===== src/rtl/digit_scan_display_pkg.sv =====
// Shared constants and types for the multiplexed 7-segment digit scanner.
package digit_scan_display_pkg;

  localparam int NUM_DIGITS = 6;
  localparam int IDX_W      = 3;

  // Active-high glyphs, segment a in bit 0; index is the hex code (highest entry first).
  localparam logic [15:0][6:0] HEX_GLYPHS = {
    7'h71, 7'h79, 7'h5E, 7'h39, 7'h7C, 7'h77, 7'h6F, 7'h7F,
    7'h07, 7'h7D, 7'h6D, 7'h66, 7'h4F, 7'h5B, 7'h06, 7'h3F
  };
  localparam logic [6:0] SEG_BLANK = 7'h00;
  localparam logic [6:0] SEG_MINUS = 7'h40;

  typedef struct packed {
    logic [NUM_DIGITS-1:0][3:0] codes;
    logic [NUM_DIGITS-1:0]      signPos;
  } digitSet_t;

  typedef struct packed {
    logic [IDX_W-1:0] idx;
    logic             pendingValid;
  } scanDebug_t;

  function automatic logic [NUM_DIGITS-1:0] digitSelect(input logic [IDX_W-1:0] idx);
    return {{(NUM_DIGITS-1){1'b0}}, 1'b1} << idx;
  endfunction

endpackage


===== src/rtl/digit_scan_display_if.sv =====
// Digit load strobe, display drive outputs and scanner debug state.
// load is a one-sided strobe: there is no ready, every cycle with load=1 is accepted.
interface digit_scan_display_if;
  import digit_scan_display_pkg::*;

  logic       load;
  logic [3:0] d1;
  logic [3:0] d2;
  logic [3:0] d3;
  logic [3:0] d4;
  logic [3:0] d5;
  logic [3:0] d6;
  logic [5:0] sign_pos;
  logic [5:0] an;
  logic [6:0] seg;
  logic       frame_start;
  scanDebug_t dbg;

  modport master (
    output load, d1, d2, d3, d4, d5, d6, sign_pos,
    input  an, seg, frame_start, dbg
  );

  modport slave (
    input  load, d1, d2, d3, d4, d5, d6, sign_pos,
    output an, seg, frame_start, dbg
  );
endinterface


===== src/rtl/digit_scan_display_seg7_decode.sv =====
// Combinational digit-code to active-high segment pattern decoder.
module seg7_decode
  import digit_scan_display_pkg::*;
(
  input  logic [3:0] code,
  input  logic       is_sign,
  output logic [6:0] pattern
);

  // Sign positions only distinguish zero (blank) from anything else (minus).
  always_comb begin
    pattern = HEX_GLYPHS[code];
    if (is_sign) begin
      pattern = (code == 4'd0) ? SEG_BLANK : SEG_MINUS;
    end
  end

endmodule


===== src/rtl/digit_scan_display.sv =====
// Six-digit scanned 7-segment driver with a shadow digit set committed at frame wrap.
module digit_scan_display
  import digit_scan_display_pkg::*;
#(
  parameter int PRESCALE       = 50000,
  parameter bit SEG_ACTIVE_LOW = 1
) (
  input logic                 clk,
  input logic                 rst_n,
  digit_scan_display_if.slave bus
);

  localparam int                    CNT_W    = (PRESCALE > 1) ? $clog2(PRESCALE) : 1;
  localparam logic [CNT_W-1:0]      CNT_LAST = CNT_W'(PRESCALE - 1);
  localparam logic [IDX_W-1:0]      IDX_LAST = IDX_W'(NUM_DIGITS - 1);
  localparam logic [NUM_DIGITS-1:0] AN_OFF   = {NUM_DIGITS{SEG_ACTIVE_LOW}};
  localparam logic [6:0]            SEG_OFF  = {7{SEG_ACTIVE_LOW}};

  logic [CNT_W-1:0] cnt;
  logic [IDX_W-1:0] idx;
  digitSet_t        active;
  digitSet_t        pending;
  digitSet_t        liveSet;
  logic             pendingValid;
  logic             tick;
  logic             wrap;
  logic [3:0]       curCode;
  logic             curSign;
  logic [6:0]       pattern;

  always_comb begin
    liveSet.codes   = {bus.d6, bus.d5, bus.d4, bus.d3, bus.d2, bus.d1};
    liveSet.signPos = bus.sign_pos;
  end

  assign tick    = (cnt == CNT_LAST);
  assign wrap    = tick && (idx == IDX_LAST);
  assign curCode = active.codes[idx];
  assign curSign = active.signPos[idx];

  assign bus.dbg = '{idx: idx, pendingValid: pendingValid};

  seg7_decode u_decode (
    .code    (curCode),
    .is_sign (curSign),
    .pattern (pattern)
  );

  always_ff @(posedge clk) begin
    if (!rst_n) begin
      cnt             <= '0;
      idx             <= '0;
      active          <= '0;
      pending         <= '0;
      pendingValid    <= 1'b0;
      bus.an          <= AN_OFF;
      bus.seg         <= SEG_OFF;
      bus.frame_start <= 1'b0;
    end else begin
      cnt <= tick ? '0 : cnt + 1'b1;
      if (tick) begin
        idx <= (idx == IDX_LAST) ? '0 : idx + 1'b1;
      end

      // Outputs follow idx by one cycle so anode and segments always change together.
      bus.an          <= SEG_ACTIVE_LOW ? ~digitSelect(idx) : digitSelect(idx);
      bus.seg         <= SEG_ACTIVE_LOW ? ~pattern : pattern;
      bus.frame_start <= wrap;

      if (bus.load) begin
        pending <= liveSet;
      end

      // A load landing on the wrap tick bypasses pending so it is never a frame late.
      if (wrap) begin
        pendingValid <= 1'b0;
        if (bus.load) begin
          active <= liveSet;
        end else if (pendingValid) begin
          active <= pending;
        end
      end else if (bus.load) begin
        pendingValid <= 1'b1;
      end
    end
  end

endmodule


===== src/flat_wrapper.sv =====
// flat-port wrapper written by rule: the top's interface ports become plain ports
module digit_scan_display_flat import digit_scan_display_pkg::*;
#(
  parameter int PRESCALE       = 50000,
  parameter bit SEG_ACTIVE_LOW = 1
)
  (clk, rst_n, bus_load, bus_d1, bus_d2, bus_d3, bus_d4, bus_d5, bus_d6, bus_sign_pos, bus_an, bus_seg, bus_frame_start, bus_dbg);
  digit_scan_display_if bus_i ();
  input logic clk;
  input logic rst_n;
  input wire logic [$bits(bus_i.load)-1:0] bus_load;
  input wire logic [$bits(bus_i.d1)-1:0] bus_d1;
  input wire logic [$bits(bus_i.d2)-1:0] bus_d2;
  input wire logic [$bits(bus_i.d3)-1:0] bus_d3;
  input wire logic [$bits(bus_i.d4)-1:0] bus_d4;
  input wire logic [$bits(bus_i.d5)-1:0] bus_d5;
  input wire logic [$bits(bus_i.d6)-1:0] bus_d6;
  input wire logic [$bits(bus_i.sign_pos)-1:0] bus_sign_pos;
  output wire logic [$bits(bus_i.an)-1:0] bus_an;
  output wire logic [$bits(bus_i.seg)-1:0] bus_seg;
  output wire logic [$bits(bus_i.frame_start)-1:0] bus_frame_start;
  output wire logic [$bits(bus_i.dbg)-1:0] bus_dbg;
  assign bus_i.load = bus_load;
  assign bus_i.d1 = bus_d1;
  assign bus_i.d2 = bus_d2;
  assign bus_i.d3 = bus_d3;
  assign bus_i.d4 = bus_d4;
  assign bus_i.d5 = bus_d5;
  assign bus_i.d6 = bus_d6;
  assign bus_i.sign_pos = bus_sign_pos;
  assign bus_an = bus_i.an;
  assign bus_seg = bus_i.seg;
  assign bus_frame_start = bus_i.frame_start;
  assign bus_dbg = bus_i.dbg;
  digit_scan_display #(.PRESCALE(PRESCALE), .SEG_ACTIVE_LOW(SEG_ACTIVE_LOW)) u_core (.clk(clk), .rst_n(rst_n), .bus(bus_i));
endmodule

===== config.mk =====
export PLATFORM = sky130hd
export DESIGN_NAME = digit_scan_display_flat
export DESIGN_NICKNAME = d
export VERILOG_FILES = /design/src/rtl/digit_scan_display_pkg.sv /design/src/rtl/digit_scan_display_if.sv /design/src/rtl/digit_scan_display_seg7_decode.sv /design/src/rtl/digit_scan_display.sv /design/src/flat_wrapper.sv
export SDC_FILE = /design/constraint.sdc
export NUM_CORES = 1
export LEC_CHECK = 0
export CAP_MARGIN = 20
export CORE_MARGIN = 2
export CORE_UTILIZATION = 55
export DETAILED_ROUTE_END_ITERATION = 7
export PLACE_DENSITY_LB_ADDON = 0.15
export SYNTH_ARGS = -nofsm -noshare
export SYNTH_HDL_FRONTEND = slang
export SYNTH_HIERARCHICAL = 1
export SYNTH_SLANG_ARGS = --single-unit
export TNS_END_PERCENT = 5

===== constraint.sdc =====
create_clock -name clk -period 3.22 [get_ports clk]
set_input_delay 0.966 -clock clk [delete_from_list [all_inputs] [get_ports clk]]
set_output_delay 0.966 -clock clk [all_outputs]
set_load 0.1 [all_outputs]

==> results.cfg, run 1 <==
[drt]
vias = 2853
viasPerCell = 5.13
drt-met1-wl_mm = 3.73
routed_wirelength_mm = 7.65
wl_met2_mm = 3.47
ant_nets = 0
drc = 0
wl_per_cell_um = 13.8
firstDrtPassIters = 4
routed.top_layer = met4
drt_iter0_markers = 122
wl_met3_um = 295

[critical_path]
ff2ff_setup_slack_ns = 0.34
critPathBufInv = 3
worstReg2RegStart = u_core/idx[2]
cpMostUsedCell = inv_1
critPathMaxStageDelay_ns = 0.57
startpoint = u_core/idx[2]
path_max_fanout = 14
path_delay_family = flip-flops
start_kind = register
cp.required_ns = 3.47
critPathArrivalTime_ns = 3.13
cp_slowest_cell = dfxtp_1
rr_worst_depth = 10
worstPathCellList = inv_1 > nor2_1 > a32oi_1 > o22ai_1 > inv_1 > ha_1 > inv_1 > mux4_2 > nor2_1 > nand2_1
cp.depth = 10
worst_setup_path_end_kind = register
criticalPathCategory = reg -> reg

[sta]
hold_viol_final = 0
slew_violations = 0
tns_ns = 0
slew_headroom = 0.535
rsz0062_at_grt = false
fmax_mhz = 348
min_period_ns = 2.88
setup_viol = 0
finalClockSkew_ns = 0.00959
worst_pin_slew_ns = 0.697
post-route-period-util = 0.893

[synth]
synth_seq_area_share = 0.448
netlist_top_cells_area = dfxtp_1 45%, mux2_4 11%, mux2i_1 9.5%
synth_cells = 406
netlist_area_sq_um = 4200
yosysTopAreaCell = dfxtp_1
async_flop_share = 0
synth-edff-count = 0
synth_most_common_cell = dfxtp_1
yosysUniqueCellTypes = 40
synth_ff_type = dfxtp_1
synth_nets = 448
synth-seq-cells = 94
ys.warnings.count = 6
synth_top_area_share = 0.448
ys_top_cells_by_count = 94 x dfxtp_1, 40 x mux2i_1, 37 x nor2_1
synth_area_per_cell_sq_um = 10.3

[global_routing]
grt_antenna_before_repair = 0
grt_overflow = 0
grt_use_total = 0.198
grt_pass1_vias = 2835
grt_max_degree = 52
grt_pass1_wl_mm = 13.3

[cts]
numCtsBuffers = 9
cts_tree = built
post-cts-setup-buffer-count = 0
clock_latency_ns = 0.37
clock_path_buffers = 2
htreeDepth = 3
cts.clk_slew.worst_paths_ns = 0.08
cts_root_buffer = clkbuf_8
clock-sinks = 94
ctsHoldBuffers = 0
cts_resized = 0

[floorplan]
io_pins = 51
fp.dieW_um = 91.4
dieArea_sq_um = 8350
chipHeight_um = 91.4
placementRows = 31
core_area_sq_um = 7330
initial_core_util = 0.573

[min_path]
hp-start = u_core/cnt[0]
hold_class = reg -> reg
hold_path_depth = 1

[power]
p_per_area_nw_per_um2 = 447
ir_worst_vdd_mv = 0.193
p_leak_nw = 2.04

[placement]
port_buffers = 50
dp_hpwl_mm = 5.31
gp_congestion = 0.835

[cells_and_area]
layout-drive-gt1-share = 0.179
nFillCells = 570
diodes = 0
area_growth_syn_to_layout_pct = 17.6
finalNetCount = 494
final_core_util = 0.673

[job]
maxCapViolCount = 0

[status]
run_status = completed
==> cells in the final DEF (no fill, tap or decap), types with 2 or more instances in the layout <==
| master | instances |
|---|---|
| nand2_1 | 23 |
| clkinv_2 | 2 |
| inv_1 | 8 |
| mux2_4 | 30 |
| nand4_1 | 3 |
| nor2_1 | 37 |
| a21oi_1 | 6 |
| mux2i_1 | 40 |
| dfxtp_1 | 94 |
| mux4_2 | 2 |
| o21ai_0 | 9 |
| clkdlybuf4s50_1 | 30 |
| nor3_1 | 5 |
| nor2b_1 | 33 |
| buf_2 | 2 |
| ha_1 | 9 |
| and2_1 | 32 |
| xor2_1 | 2 |
| clkbuf_8 | 13 |
| nor4_1 | 4 |
| a32oi_1 | 4 |
| xnor2_1 | 13 |
| nand3_1 | 9 |
| buf_4 | 27 |
| o22ai_1 | 4 |
==> kinds of logic (layout without fill, tap and decap cells) <==
group | Yosys count | after routing | synth area share
adders and majority gates | 9 | 9 | 0.0268
and+or+nand+nor | 153 | 153 | 0.195
buffers and inverters | 33 | 84 | 0.0364
DFF | 94 | 94 | 0.448
AOI/OAI and AO/OA | 30 | 30 | 0.0489
muxes | 72 | 72 | 0.213
xor gates and xnor gates | 15 | 15 | 0.0313
==> routing by layer <==
metal	vias up	GRT usage
met2	53	0.312
met5	-	0
met4	0	0.0783
met3	12	0.0539
li1	1468	-
met1	1320	0.258
==> worst paths after layout <==
| path | end |
|---|---|
| setup / recovery | u_core/bus.seg[3] |
| hold / removal | u_core/cnt[0] |
| setup reg to reg | u_core/bus.seg[3] |
| hold reg to reg | u_core/cnt[0] |
==> flip-flops by register name, indices dropped and copies added (netlist names) <==
signal                  flops
u_core/pending             30
u_core/active              30
u_core/cnt                 16
u_core/bus.an               6
u_core/pendingValid         1
u_core/bus.frame_start      1
u_core/idx                  3
u_core/bus.seg              7
==> where the power goes <==
part	switching, mW	total [mW]	leakage [nW]	internal, mW
registers	0.0114	1.20	0.767	1.19
logic	0.0952	0.170	1.15	0.0748
clock network	0.391	0.833	0.115	0.441
==> layout make-up <==
type	count	area (sq um)	area share
tap	99	124	0.0251
clock buffer	13	179	0.0362
inverter	9	33.8	0.00684
timing repair buffer	59	513	0.104
clock inverter	3	40.0	0.00811
multi-input combinational	279	2160	0.439
sequential	94	1880	0.381
==> per-stage QoR <==
stage / instances / power, mW / hold slack [ns] / worst slack (ns) / instance area (sq um)
after floorplan: 406 / 1.34 / 0.430 / 0.0283 / 4200
after global placement: 540 / 1.40 / 0.445 / 0.573 / 4720
after detailed placement: 540 / 1.40 / 0.460 / 0.405 / 4720
after CTS: 556 / 2.22 / 0.481 / 0.384 / 4940
after global routing: 556 / 2.30 / 0.511 / 0.104 / 4940
final: 556 / 2.21 / 0.478 / 0.345 / 4940
(Power assumes the default switching activity.)
==> inputs of run 2 (changes only) <==
Settings changed: CORE_UTILIZATION 55 to 63, DONT_BUFFER_PORTS set to 1.
==> run 2 against run 1 <==
Against the previous run:
- power decreased by 3.3%
- maximum frequency increased by 4.8%
- final area decreased by 9.7%
- core utilization increased by 2.5 points
- via count decreased by 6.4%
- clock power decreased by 0.6%
- critical path depth unchanged
- sequential share of layout area increased by 4.1 points
- critical endpoint unchanged
- largest cell class unchanged
==> results.cfg, run 2 (synthesis gave the netlist of run 1 again) <==
[floorplan]
placementRows = 29
fp.dieW_um = 85.6
io_pins = 51
chipHeight_um = 85.6
core_area_sq_um = 6390
dieArea_sq_um = 7330
initial_core_util = 0.658

[sta]
fmax_mhz = 365
slew_headroom = 0.371
post-route-period-util = 0.852
min_period_ns = 2.74
worst_pin_slew_ns = 0.943
tns_ns = 0
rsz0062_at_grt = false
finalClockSkew_ns = 0.0148
setup_viol = 0
slew_violations = 0
hold_viol_final = 0
fin_ws_ns = 0.477

[job]
maxCapViolCount = 0

[global_routing]
grt_antenna_before_repair = 0
grt_util_met2 = 0.325
busiest_layer = met2
grt_max_degree = 77
grt_use_total = 0.212
grt_pass1_vias = 2560
grt_pass1_wl_mm = 12.2
use_met3 = 0.0722
met1_usage = 0.286
grt_overflow = 0

[cells_and_area]
area_growth_syn_to_layout_pct = 6.20
layout-drive-gt1-share = 0.152
finalInstanceArea_sq_um = 4460
diodes = 0
final_common_cell = dfxtp_1
finalNetCount = 444
layout_common_cells = 93 x dfxtp_1, 40 x mux2i_1, 37 x nor2_1, 33 x nor2b_1, 32 x and2_1
top_regs = u_core/active: 30 flops, u_core/pending: 30 flops, u_core/cnt: 16 flops

[drt]
ant_nets = 0
viasPerCell = 5.52
vias = 2671
firstDrtPassIters = 4
drc = 0
wl_per_cell_um = 14.9
drt_iter0_markers = 109
routed_wirelength_mm = 7.23

[cts]
clock_latency_ns = 0.36
cts_tree = built
cts_resized = 0
ctsHoldBuffers = 0
numCtsBuffers = 9
post-cts-setup-buffer-count = 0
clock-sinks = 94
htreeDepth = 3
cts.clk_slew.worst_paths_ns = 0.09
clock_path_buffers = 2
cts_root_buffer = clkbuf_8

[placement]
port_buffers = 0
dpl_cell_area_sq_um = 4250
dp_slack_ns = 0.549
dp_hpwl_mm = 4.89
gp_congestion = 0.878

[critical_path]
critPathArrivalTime_ns = 2.99
worst_setup_path_end_kind = register
path_max_fanout = 8
criticalPathCategory = reg -> reg
start_kind = register
cp.required_ns = 3.47
rr_worst_depth = 10

[power]
p_leak_nw = 1.82
ir_worst_vdd_mv = 0.449
p_per_area_nw_per_um2 = 479

[min_path]
hold_path_depth = 1
hold_class = reg -> reg

[status]
run_status = completed
==> run 2: cell type report <==
type,count,area [sq um]
fill,484,1930
inverter,9,33.8
tap,77,96.3
sequential,94,1880
clock buffer,10,128
multi-input combinational,279,2160
timing repair buffer,9,67.6
clock inverter,6,86.3
==> run 2: power breakdown <==
part,internal (mW),switching [mW],total (mW)
registers,1.19,0.0452,1.24
clock network,0.436,0.392,0.828
logic,0.0356,0.0325,0.0680
total,1.66,0.470,2.13
==> run 2: worst max-delay path, stage by stage, from the launching register on <==
cell and delay (ns):
dfxtp_1 0.46, inv_1 0.14, nor2_1 0.32, a32oi_1 0.11, o22ai_1 0.43, inv_1 0.18, ha_1 0.34, inv_1 0.05
mux4_2 0.45, nor2_1 0.10, nand2_1 0.06
==> run 2: worst paths after layout <==
kind | startpoint | endpoint | slack (ns)
setup / recovery | u_core/idx[2] | u_core/bus.seg[3] | 0.48
hold / removal | u_core/cnt[0] | u_core/cnt[0] | 0.47
setup reg to reg | u_core/idx[2] | u_core/bus.seg[3] | 0.48
hold reg to reg | u_core/cnt[0] | u_core/cnt[0] | 0.47
==> run 2: routing by layer <==
metal / share of wire / vias up
met2: 0.45 / 55
met4: 0.0082 / 0
li1: - / 1361
met3: 0.049 / 6
met1: 0.49 / 1249
met5: 0 / -
==> run 2: stage by stage <==
step | util | std cells | hold slack (ns) | total power, mW
2_1_floorplan | - | 406 | 0.430 | 1.34
3_3_place_gp | 0.665 | 468 | 0.445 | 1.33
3_5_place_dp | 0.665 | 468 | 0.452 | 1.33
4_1_cts | 0.698 | 484 | 0.473 | 2.16
5_1_grt | 0.698 | 484 | 0.510 | 2.22
6_report | 0.698 | 484 | 0.468 | 2.13
